File: config.mk
export PLATFORM = sky130hd
export DESIGN_NAME = param_queue
export DESIGN_NICKNAME = d
export VERILOG_FILES = /design/src/rtl/param_queue.sv
export SDC_FILE = /design/constraint.sdc
export NUM_CORES = 1
export LEC_CHECK = 0
export CAP_MARGIN = 15
export CORE_ASPECT_RATIO = 1.2
export CORE_MARGIN = 1
export CORE_UTILIZATION = 30
export CTS_BUF_LIST = sky130_fd_sc_hd__clkbuf_4 sky130_fd_sc_hd__clkbuf_8
export CTS_CLUSTER_SIZE = 8
export DETAILED_ROUTE_END_ITERATION = 6
export GPL_ROUTABILITY_DRIVEN = 0
export PLACE_DENSITY = 0.52
export SYNTH_ARGS = -nofsm -noshare
export SYNTH_HDL_FRONTEND = slang
export SYNTH_SLANG_ARGS = --single-unit
File: constraint.sdc
create_clock -name clk -period 4.87 [get_ports clk]
set_input_delay 0.974 -clock clk [delete_from_list [all_inputs] [get_ports clk]]
set_output_delay 0.974 -clock clk [all_outputs]
set_load 0.01 [all_outputs]
File: src/rtl/param_queue.sv
// rtl/param_queue.sv - parameterised circular-buffer queue with registered read and threshold/sticky flags
// One-cycle read latency, no write-to-read bypass, clr flushes without touching storage or rd_data.
module param_queue #(
   parameter int WIDTH    = 33,
   parameter int DEPTH    = 8,
   parameter int AF_LEVEL = DEPTH - 2,
   parameter int AE_LEVEL = 1
) (
   input  logic                       clk,
   input  logic                       rst,
   input  logic                       clr,
   input  logic                       wr_en,
   input  logic [WIDTH-1:0]           wr_data,
   input  logic                       rd_en,
   output logic [WIDTH-1:0]           rd_data,
   output logic                       rd_valid,
   output logic                       full,
   output logic                       empty,
   output logic                       almost_full,
   output logic                       almost_empty,
   output logic [$clog2(DEPTH):0]     count,
   output logic                       overflow,
   output logic                       underflow
);

   localparam int AW = $clog2(DEPTH);
   localparam int CW = AW + 1;
   localparam logic [AW-1:0] PTR_ONE = AW'(1);
   localparam logic [CW-1:0] CNT_ONE = CW'(1);
   localparam logic [CW-1:0] CNT_MAX = CW'(DEPTH);
   localparam logic [CW-1:0] AF_CNT  = CW'(AF_LEVEL);
   localparam logic [CW-1:0] AE_CNT  = CW'(AE_LEVEL);

   logic [WIDTH-1:0] mem [DEPTH];
   logic [AW-1:0]    wr_ptr;
   logic [AW-1:0]    rd_ptr;
   logic             rd_acc;
   logic             wr_acc;

   assign full         = (count == CNT_MAX);
   assign empty        = (count == '0);
   assign almost_full  = (count >= AF_CNT);
   assign almost_empty = (count <= AE_CNT);

   // A write into a full queue is legal only when a read frees the head slot this cycle.
   assign rd_acc = rd_en && !empty;
   assign wr_acc = wr_en && (!full || rd_acc);

   // Storage is never reset; the rst/clr gating keeps flushed or reset edges from storing.
   always_ff @(posedge clk) begin
      if (wr_acc && !clr && !rst) begin
         mem[wr_ptr] <= wr_data;
      end
   end

   always_ff @(posedge clk or posedge rst) begin
      if (rst) begin
         wr_ptr    <= '0;
         rd_ptr    <= '0;
         count     <= '0;
         rd_data   <= '0;
         rd_valid  <= 1'b0;
         overflow  <= 1'b0;
         underflow <= 1'b0;
      end else if (clr) begin
         wr_ptr    <= '0;
         rd_ptr    <= '0;
         count     <= '0;
         rd_valid  <= 1'b0;
         overflow  <= 1'b0;
         underflow <= 1'b0;
      end else begin
         rd_valid <= rd_acc;
         if (rd_acc) begin
            rd_data <= mem[rd_ptr];
            rd_ptr  <= rd_ptr + PTR_ONE;
         end
         if (wr_acc) begin
            wr_ptr <= wr_ptr + PTR_ONE;
         end
         case ({wr_acc, rd_acc})
            2'b10:   count <= count + CNT_ONE;
            2'b01:   count <= count - CNT_ONE;
            default: count <= count;
         endcase
         if (wr_en && !wr_acc) begin
            overflow <= 1'b1;
         end
         if (rd_en && !rd_acc) begin
            underflow <= 1'b1;
         end
      end
   end

endmodule

==> metrics, run 1 <==
vias in the first global route=6731; pwr/cell area=450 nW/um^2; Post-CTS Resized=0; area of the multi-input gates=2830 sq um; clk sinks=310; Final setup viols=0; Core Util, Final=36.5%; CTS H-Tree Depth=2; Buffers on Ports=81; Fin. Hold Viols=0; CP max FO=9; Congestion Overflow GR=0; Final min period=3.67 ns; peak supply drop=158 uV; part of the cycle the worst path needs=75.3%; Seq/Total Area, Yosys=74.6%; die extent in y=223 um; Fill cells=3832; crit end category=output pin; Post-synth top flop=edfxtp_1; clock slew at reported path FFs=0.06 ns; RSZ-0062 raised after global routing=no; Worst Path Required=3.90 ns; average via count per standard cell=4.48; post-synthesis cell count=742; Yosys reg bits=310; MaxCap Viol Count=0; fmax=273 MHz; Detailed Routing Iterations Pass 1=4; dpl cells=1328; Iteration-0 DRC Markers=261; relative slew slack=36.2%; Ports=82; register share of total power=48.8%; asr flop ratio synth=14.8%; Via Count=6342; HP Class=reg2reg; Clk pwr share=32.8%; Critical Path AT=2.70 ns; synth unique cells=44; crit path kind=reg2out; Pint=4.83 mW; DR WL/cell=17.6 um; Site Rows=80; Tot Pwr=6.55 mW; FF+latch area=9080 sq um; EDFF count, synth=264; Clock Path Buffers=3; antenna violations before repair=1; DR DRC count=0; hold_buf cts=0; Worst-Margin Slew=0.957 ns; CTS root buffer=clkbuf_8; Logic pwr share=18.4%; Worst Clk Skew=0.0313 ns; DP HPWL=14900 um; Leak=4.83 nW; Die ar.=41400 sq um; total CTS buffers=49; YS warnings=0; Die W=186 um; Hold Path Depth=2; area grow syn2layout=19.5%; CTS tree=built; worst r2r src=count[0]$_DFFE_PP0P_; Detailed Route WL=25000 um; crit path launch type=register; status=finished clean; gr usage total=12.4%; Final Max Tran Viols=0; Final TNS setup=0 ns; Synth Area per Inst=16.4 sq um; initial core utilization=30.6%; core area=39800 sq um; Sw Share=26.2%; layout cells sized above 1=13.6%; Mapped Nets=786; pin count of the biggest net entering global routing=68; Layout Cells excl Fill=1416; Antenna Nets Post-Route=0; Post-CTS Setup Inserts=0; first-pass GRT wire length=38900 um; WHS Endpoint=rd_data[19]$_DFFE_PP0P_; Syn Std Cell Area=12200 sq um; Crit Reg-Reg Endpoint=mem[5][10]$_DFFE_PP_; setup slack, reg-to-reg=1.99 ns; NetSw=1.72 mW; clk_lat worst skew=0.58 ns; worst reg2reg path depth=7; layout net count=890; HP Start=rd_data[19]$_DFFE_PP0P_
## flip-flops by register name, summed over array words and instances (netlist names)
register,count
mem,264
rd_valid,1
wr_ptr,3
underflow,1
rd_data,33
overflow,1
rd_ptr,3
count,4
## critical path, cell delays in order, from the launching register on
cell and delay (ns):
dfrtp_1 0.47, inv_1 0.11, ha_1 0.33, or3b_1 0.52, inv_2 0.13, clkdlybuf4s50_1 0.54
## cells in the final DEF (no fill, tap or decap), drive strengths merged, types with 2 or more instances in the layout
cell           count
a22oi             66
nor2b              5
nand3b             2
nand2b             4
nand2             71
nor3b              3
clkbuf            78
mux2i            133
o21ai             38
a211oi             2
dfrtp             46
a21oi              6
nor3               5
buf               18
ha                 6
clkinvlp           2
inv                8
clkinv             7
xor2               5
edfxtp           264
o211ai             2
clkdlybuf4s50     81
nand3              4
nor2              13
## stage by stage
| stage | instance area, sq um | hold WS (ns) | setup slack [ns] |
|---|---|---|---|
| 2_1_floorplan | 12200 | 0.510 | 0.211 |
| 3_3_place_gp | 13600 | 0.465 | 1.28 |
| 3_5_place_dp | 13600 | 0.471 | 1.22 |
| 4_1_cts | 14500 | 0.484 | 1.14 |
| 5_1_grt | 14600 | 0.498 | 1.04 |
| 6_report | 14600 | 0.476 | 1.20 |
## worst max-delay path by stage
stage	from	cells past startpoint	end	slack, ns
2_1_floorplan	wr_en	4	mem[4][0]$_DFFE_PP_	0.21
3_3_place_gp	rd_en	5	mem[5][17]$_DFFE_PP_	1.28
3_5_place_dp	rd_en	5	mem[5][20]$_DFFE_PP_	1.22
4_1_cts	count[1]$_DFFE_PP0P_	5	empty	1.14
5_1_grt	count[1]$_DFFE_PP0P_	5	empty	1.04
6_report	count[1]$_DFFE_PP0P_	5	empty	1.20
## layer usage
metal / GRT usage [%] / part of all wire [%] / vias to the layer above
met1: 14.8 / 42 / 3118
li1: - / - / 3066
met4: 4.47 / 2.3 / 0
met3: 2.39 / 4.1 / 47
met5: 0 / 0 / -
met2: 21.8 / 51 / 111
## kinds of logic after synthesis
logic type / Yosys count / synth area share [%]
simple gates: 113 / 4.20
xor+xnor: 5 / 0.360
buf+inv: 54 / 2.58
compound gates: 120 / 6.63
flops: 310 / 74.6
mux: 134 / 11.0
fa+ha+maj: 6 / 0.617
## cell usage after synthesis, types with 2 or more instances
| cell type | count | area (sq um) |
|---|---|---|
| o211ai_1 | 2 | 15.0 |
| nor3b_1 | 3 | 22.5 |
| o21ai_0 | 33 | 165 |
| nor2b_1 | 5 | 31.3 |
| inv_1 | 7 | 26.3 |
| nand2_1 | 71 | 267 |
| ha_1 | 6 | 75.1 |
| nand3_1 | 4 | 20.0 |
| clkbuf_2 | 2 | 10.0 |
| dfrtp_1 | 46 | 1150 |
| buf_1 | 2 | 7.51 |
| nor3_1 | 5 | 25.0 |
| nor2_1 | 13 | 48.8 |
| clkbuf_1 | 16 | 60.1 |
| buf_8 | 3 | 45.0 |
| a21oi_1 | 6 | 30.0 |
| mux2i_1 | 133 | 1330 |
| a22oi_1 | 66 | 495 |
| edfxtp_1 | 264 | 7930 |
| a211oi_1 | 2 | 15.0 |
| buf_2 | 11 | 55.1 |
| o21ai_2 | 4 | 35.0 |
| xor2_1 | 5 | 43.8 |
| nand2b_1 | 4 | 25.0 |
| buf_4 | 10 | 75.1 |
## power groups by stage
| stage | combinational [mW] | clock [mW] | sequential (mW) |
|---|---|---|---|
| 4_1_cts | 1.24 | 2.22 | 3.20 |
| 3_3_place_gp | 1.23 | 0 | 3.25 |
| 3_5_place_dp | 1.24 | 0 | 3.25 |
| 5_1_grt | 1.34 | 2.32 | 3.22 |
| 2_1_floorplan | 0.673 | 0 | 3.26 |
| 6_report | 1.21 | 2.14 | 3.19 |
## layout make-up
cell class              count  area share (%)
multi-input cells         378            19.5
diodes                      1          0.0172
inverters                   8           0.206
clock buffers              78            6.35
flip-flops and latches    310            62.4
clock inverters             9           0.292
repair buffers             99            6.67
well taps                 533            4.58
Power figures use the tool's default switching activity.
==> inputs of run 2 (changes only) <==
--- a/config.mk
+++ b/config.mk
@@ -13,7 +13,7 @@
 export CTS_CLUSTER_SIZE = 8
 export DETAILED_ROUTE_END_ITERATION = 6
 export GPL_ROUTABILITY_DRIVEN = 0
-export PLACE_DENSITY = 0.52
+export PLACE_DENSITY = 0.54
 export SYNTH_ARGS = -nofsm -noshare
 export SYNTH_HDL_FRONTEND = slang
 export SYNTH_SLANG_ARGS = --single-unit
==> constraint.sdc (replaced) <==
create_clock -name clk -period 3.3 [get_ports clk]
set_input_delay 0.66 -clock clk [delete_from_list [all_inputs] [get_ports clk]]
set_output_delay 0.66 -clock clk [all_outputs]
set_load 0.01 [all_outputs]
==> run 2 against run 1 <==
  * Total power up 51%
  * Sequential share of layout area is 0.94 points lower
  * Count of clock-buffer cells in the layout increased by 8
  * Largest cell class unchanged
  * Via count increased by 1.2%
  * Flip-flop and latch count did not move
  * Sequential power increased by 48%
  * First-iteration DRC count is 8.4% higher
  * Clock skew down 0.0049 ns
  * Core utilization is 0.57 points higher
==> metrics, run 2 (same netlist as run 1, synthesis figures left out) <==
RSZ-0062 raised after global routing=no; peak supply drop=297 uV; HP Class=reg2reg; Final TNS setup=0 ns; Post-CTS Setup Inserts=0; Most flops, register=mem; Worst-Margin Slew=0.881 ns; layout net count=895; CTS H-Tree Depth=2; Fin. Hold Viols=0; Site Rows=80; status=finished clean; total CTS buffers=48; pwr/cell area=667 nW/um^2; Crit Reg-Reg Endpoint=mem[4][31]$_DFFE_PP_; Final Max Tran Viols=0; crit path kind=reg2out; crit end category=output pin; Die ar.=41400 sq um; most frequent cells in the layout=edfxtp_1 (264), mux2i_1 (133), clkdlybuf4s50_1 (81), nand2_1 (71), a22oi_1 (66); Critical Path AT=2.46 ns; clk_lat worst skew=0.57 ns; Largest regs=mem x264, rd_data x33, count x4; setup slack, reg-to-reg=0.66 ns; pin count of the biggest net entering global routing=51; worst r2r src=count[0]$_DFFE_PP0P_; Leak=4.90 nW; Final setup viols=0; crit path to=empty; CP max FO=9; Worst Setup Slack, final=0.180 ns; Buffers on Ports=81; crit path max-delay cell type=clkdlybuf4s50_1; Clock Path Buffers=3; first-pass GRT wire length=39400 um; average via count per standard cell=4.50; Detailed Route WL=25400 um; Die W=186 um; Final min period=3.12 ns; die extent in y=223 um; worst setup path startpoint=count[0]$_DFFE_PP0P_; Core Util, Final=37.1%; Congestion Overflow GR=0; WHS=0.476 ns; Via Count=6417; gr usage total=12.6%; part of the cycle the worst path needs=94.5%; critical-path cell list=inv_1, ha_4, or3b_4, inv_2, clkdlybuf4s50_1; area grow syn2layout=21.4%; DP HPWL=14800 um; area of the multi-input gates=2900 sq um; most common cell after layout, fill and taps aside=edfxtp_1; vias in the first global route=6668; Detailed Routing Iterations Pass 1=4; worst reg2reg path depth=7; MaxCap Viol Count=0; Iteration-0 DRC Markers=283; layout cells sized above 1=15.5%; CTS root buffer=clkbuf_8; antenna violations before repair=1; CTS tree=built; Fill cells=3796; clk sinks=310; max reg flops=264; DR DRC count=0; DR WL/cell=17.9 um; FF+latch area=9080 sq um; relative slew slack=41.2%; Antenna Nets Post-Route=0; crit path launch type=register; Ports=82; core area=39800 sq um; CP peak stage delay=0.54 ns; Worst Clk Skew=0.0264 ns; Placement Setup Slack=0.522 ns; initial core utilization=30.6%; clock slew at reported path FFs=0.06 ns; Worst Path Required=2.64 ns; fmax=321 MHz
==> run 2: cell types whose count changed in the layout (fill, tap and decap cells not counted), moves of 2 or more <==
cell	delta
buf_12	+5
clkbuf_4	+7
clkinv_1	-5
nor2b_2	-2
nor2b_4	+2
nor3_2	-3
nor3_4	+3
nor3b_2	-3
nor3b_4	+3
==> run 2: stage by stage <==
stage	area, sq um	power (mW)	instances
after floorplan	12200	5.81	742
after global placement	13700	6.66	1334
after detailed placement	13700	6.68	1334
after CTS	14800	10.0	1424
after global routing	14800	10.3	1425
final	14800	9.85	1425
==> run 2: layout make-up <==
cell class                      instances  share of cell area [%]
Multi-Input combinational cell        378                    19.6
Tap cell                              533                    4.51
Antenna cell                            1                  0.0169
Clock buffer                           86                    6.70
Sequential cell                       310                    61.5
Clock inverter                          4                   0.161
Inverter                                8                   0.203
Timing Repair Buffer                  105                    7.30
==> run 2: where the power goes <==
part / switching, mW / internal, mW / total [mW]
combinational: 0.958 / 0.900 / 1.86
sequential: 0.206 / 4.51 / 4.71
clock: 1.42 / 1.87 / 3.28
==> run 2: what timing repair did <==
item | in CTS | in global routing
endpoints found under the setup margin | 1 | 1
pin swaps | 0 | 0
resized for setup | 2 | 2
hold buffers | 0 | 0
cloned | 0 | 0
hold endpoints to repair | 0 | 0
==> run 2: metal layers <==
metal	up-vias	share of wire (%)	routed length, um	GRT usage, %
met5	-	0	0	0
met4	0	2.4	612	4.63
met3	44	4.2	1060	2.48
met2	124	50	12800	21.2
met1	3168	43	11000	16.0
li1	3081	-	-	-
==> run 2: worst min-delay path by stage <==
stage	from	to	slack (ns)	depth (start not counted)
after floorplan	rd_data[0]$_DFFE_PP0P_	rd_data[0]$_DFFE_PP0P_	0.51	2
after global placement	rd_data[30]$_DFFE_PP0P_	rd_data[30]$_DFFE_PP0P_	0.47	2
after detailed placement	rd_data[26]$_DFFE_PP0P_	rd_data[26]$_DFFE_PP0P_	0.47	2
after CTS	rd_data[30]$_DFFE_PP0P_	rd_data[30]$_DFFE_PP0P_	0.48	2
after global routing	rd_data[21]$_DFFE_PP0P_	rd_data[21]$_DFFE_PP0P_	0.50	2
final	rd_data[22]$_DFFE_PP0P_	rd_data[22]$_DFFE_PP0P_	0.48	2
==> run 2: critical path, delay by kind of cell (launching register included) <==
kind,cells,cell delay [ns]
buffers and inverters,3,0.79
flip-flops,1,0.46
AND/OR/NAND/NOR,1,0.45
adder cells (fa/ha/maj),1,0.20
==> inputs of run 3 (changes only) <==
--- a/config.mk
+++ b/config.mk
@@ -8,12 +8,12 @@
 export CAP_MARGIN = 15
 export CORE_ASPECT_RATIO = 1.2
 export CORE_MARGIN = 1
-export CORE_UTILIZATION = 30
+export CORE_UTILIZATION = 45
 export CTS_BUF_LIST = sky130_fd_sc_hd__clkbuf_4 sky130_fd_sc_hd__clkbuf_8
 export CTS_CLUSTER_SIZE = 8
 export DETAILED_ROUTE_END_ITERATION = 6
 export GPL_ROUTABILITY_DRIVEN = 0
-export PLACE_DENSITY = 0.54
+export PLACE_DENSITY = 0.72
 export SYNTH_ARGS = -nofsm -noshare
 export SYNTH_HDL_FRONTEND = slang
 export SYNTH_SLANG_ARGS = --single-unit
==> run 3 against run 2 <==
  * The run now ends with DRC left
  * Highest routed layer unchanged
  * Clock power fell by 3%
  * Core utilization rose by 18 points
  * Non-clock buffer count rose by 7
  * Via count rose by 2.1%
  * Register-to-register slack got worse by 0.06 ns
  * First-iteration DRC count rose by 45%
  * Sequential share of layout area rose by 1.0 points
  * Sequential power barely moved
==> metrics, run 3 (same netlist as run 1, synthesis figures left out) <==
most frequent cells in the layout=edfxtp_1 (264), mux2i_1 (133), clkdlybuf4s50_1 (81), nand2_1 (71), a22oi_1 (66); Site Rows=65; Detailed Routing Iterations Pass 1=7; gr usage total=16.7%; RSZ-0062 raised after global routing=no; CTS H-Tree Depth=2; total CTS buffers=47; area of the multi-input gates=2890 sq um; Final Max Tran Viols=0; WHS Endpoint=rd_data[20]$_DFFE_PP0P_; Post-CTS Resized=1; Fin. Hold Viols=0; antenna violations before repair=0; fmax=318 MHz; Final TNS setup=0 ns; CTS tree=built; Tot Pwr=9.71 mW; Core Util, Final=55.0%; Clock Path Buffers=3; Largest regs=mem x264, rd_data x33, count x4; setup slack, reg-to-reg=0.60 ns; clk_lat worst skew=0.55 ns; relative slew slack=34.7%; Placement Setup Slack=0.474 ns; Leak=4.92 nW; Hold Path Depth=2; Final setup viols=0; peak supply drop=320 uV; Iteration-0 DRC Markers=411; critical-path cell list=inv_1, ha_4, or3b_4, inv_2, clkdlybuf4s50_1; Die W=152 um; Worst Clk Skew=0.0284 ns; CP peak stage delay=0.53 ns; Congestion Overflow GR=0; Layout Cells excl Fill=1232; hold_buf cts=0; Post-CTS Setup Inserts=0; max reg flops=264; most common cell after layout, fill and taps aside=edfxtp_1; MaxCap Viol Count=0; crit path max-delay cell type=clkdlybuf4s50_1; CP max FO=9; die extent in y=182 um; initial core utilization=46.1%; HP Class=reg2reg; part of the cycle the worst path needs=95.2%; vias in the first global route=6739; FF+latch area=9080 sq um; Via Count=6552; clock slew at reported path FFs=0.06 ns; DR DRC count=28; crit path kind=reg2out; Buffers on Ports=81; Critical Path AT=2.48 ns; Detailed Route WL=22500 um; Worst-Margin Slew=0.979 ns; clk sinks=310; pwr/cell area=668 nW/um^2; crit path launch type=register; Fill cells=2064; worst reg2reg path depth=7; failing checks=DRC; average via count per standard cell=5.32; core area=26400 sq um; worst r2r src=count[1]$_DFFE_PP0P_; Antenna Nets Post-Route=0; Final min period=3.14 ns; Ports=82; Crit Reg-Reg Endpoint=mem[4][13]$_DFFE_PP_; pin count of the biggest net entering global routing=68; dpl cells=1143; crit end category=output pin; HP Start=rd_data[20]$_DFFE_PP0P_; Most flops, register=mem; CTS root buffer=clkbuf_8; layout net count=901; area grow syn2layout=19.4%; first-pass GRT wire length=35900 um; layout cells sized above 1=15.6%; Worst Path Required=2.64 ns; Worst Setup Slack, final=0.158 ns; DR WL/cell=18.3 um; status=finished, violations left; DP HPWL=13700 um; Die ar.=27700 sq um
==> run 3: changes by cell type in the layout (fill, tap and decap cells not counted), sizes merged <==
cell      delta
buf          +7
clkbuf       -2
inv          +1
clkinvlp     -1
==> run 3: critical path, delay by kind of cell (launching register included) <==
kind / cells / cell delay (ns)
fa+ha+maj: 1 / 0.21
buf+inv: 3 / 0.79
flops: 1 / 0.47
simple gates: 1 / 0.45
==> run 3: metrics by stage <==
step / hold WS [ns] / cell area (sq um)
6_report: 0.479 / 14500
4_1_cts: 0.483 / 14500
2_1_floorplan: 0.510 / 12200
3_5_place_dp: 0.470 / 13500
3_3_place_gp: 0.465 / 13500
5_1_grt: 0.512 / 14500
==> run 3: cell type report <==
type,instances,area share [%]
Antenna cell,1,0.0172
Clock buffer,84,6.58
Clock inverter,4,0.164
Inverter,8,0.207
Multi-Input combinational cell,378,19.9
Sequential cell,310,62.5
Tap cell,335,2.88
Timing Repair Buffer,112,7.78
==> run 3: worst max path at each step <==
| stage | slack, ns | depth (start not counted) | start | to |
|---|---|---|---|---|
| global placement | 0.48 | 4 | clr | mem[4][10]$_DFFE_PP_ |
| CTS | 0.01 | 5 | count[1]$_DFFE_PP0P_ | empty |
| detailed placement | 0.47 | 4 | clr | mem[4][10]$_DFFE_PP_ |
| global route | 0.03 | 5 | count[0]$_DFFE_PP0P_ | empty |
| finish | 0.16 | 5 | count[0]$_DFFE_PP0P_ | empty |
| floorplan | 0.17 | 6 | count[1]$_DFFE_PP0P_ | mem[7][0]$_DFFE_PP_ |
==> run 3: report_power, final <==
part	switching [mW]	internal, mW	leakage [nW]	total (mW)
logic	0.932	0.905	1.43	1.84
registers	0.194	4.51	2.96	4.70
clock network	1.36	1.81	0.529	3.17
total	2.49	7.22	4.92	9.71
==> run 3: per-layer routing <==
metal	global-route usage (%)	part of all wire, %	up-vias
met5	0	0	-
met4	5.71	1.8	0
li1	-	-	3094
met2	29.7	52	155
met1	20.5	41	3271
met3	3.18	4.8	32
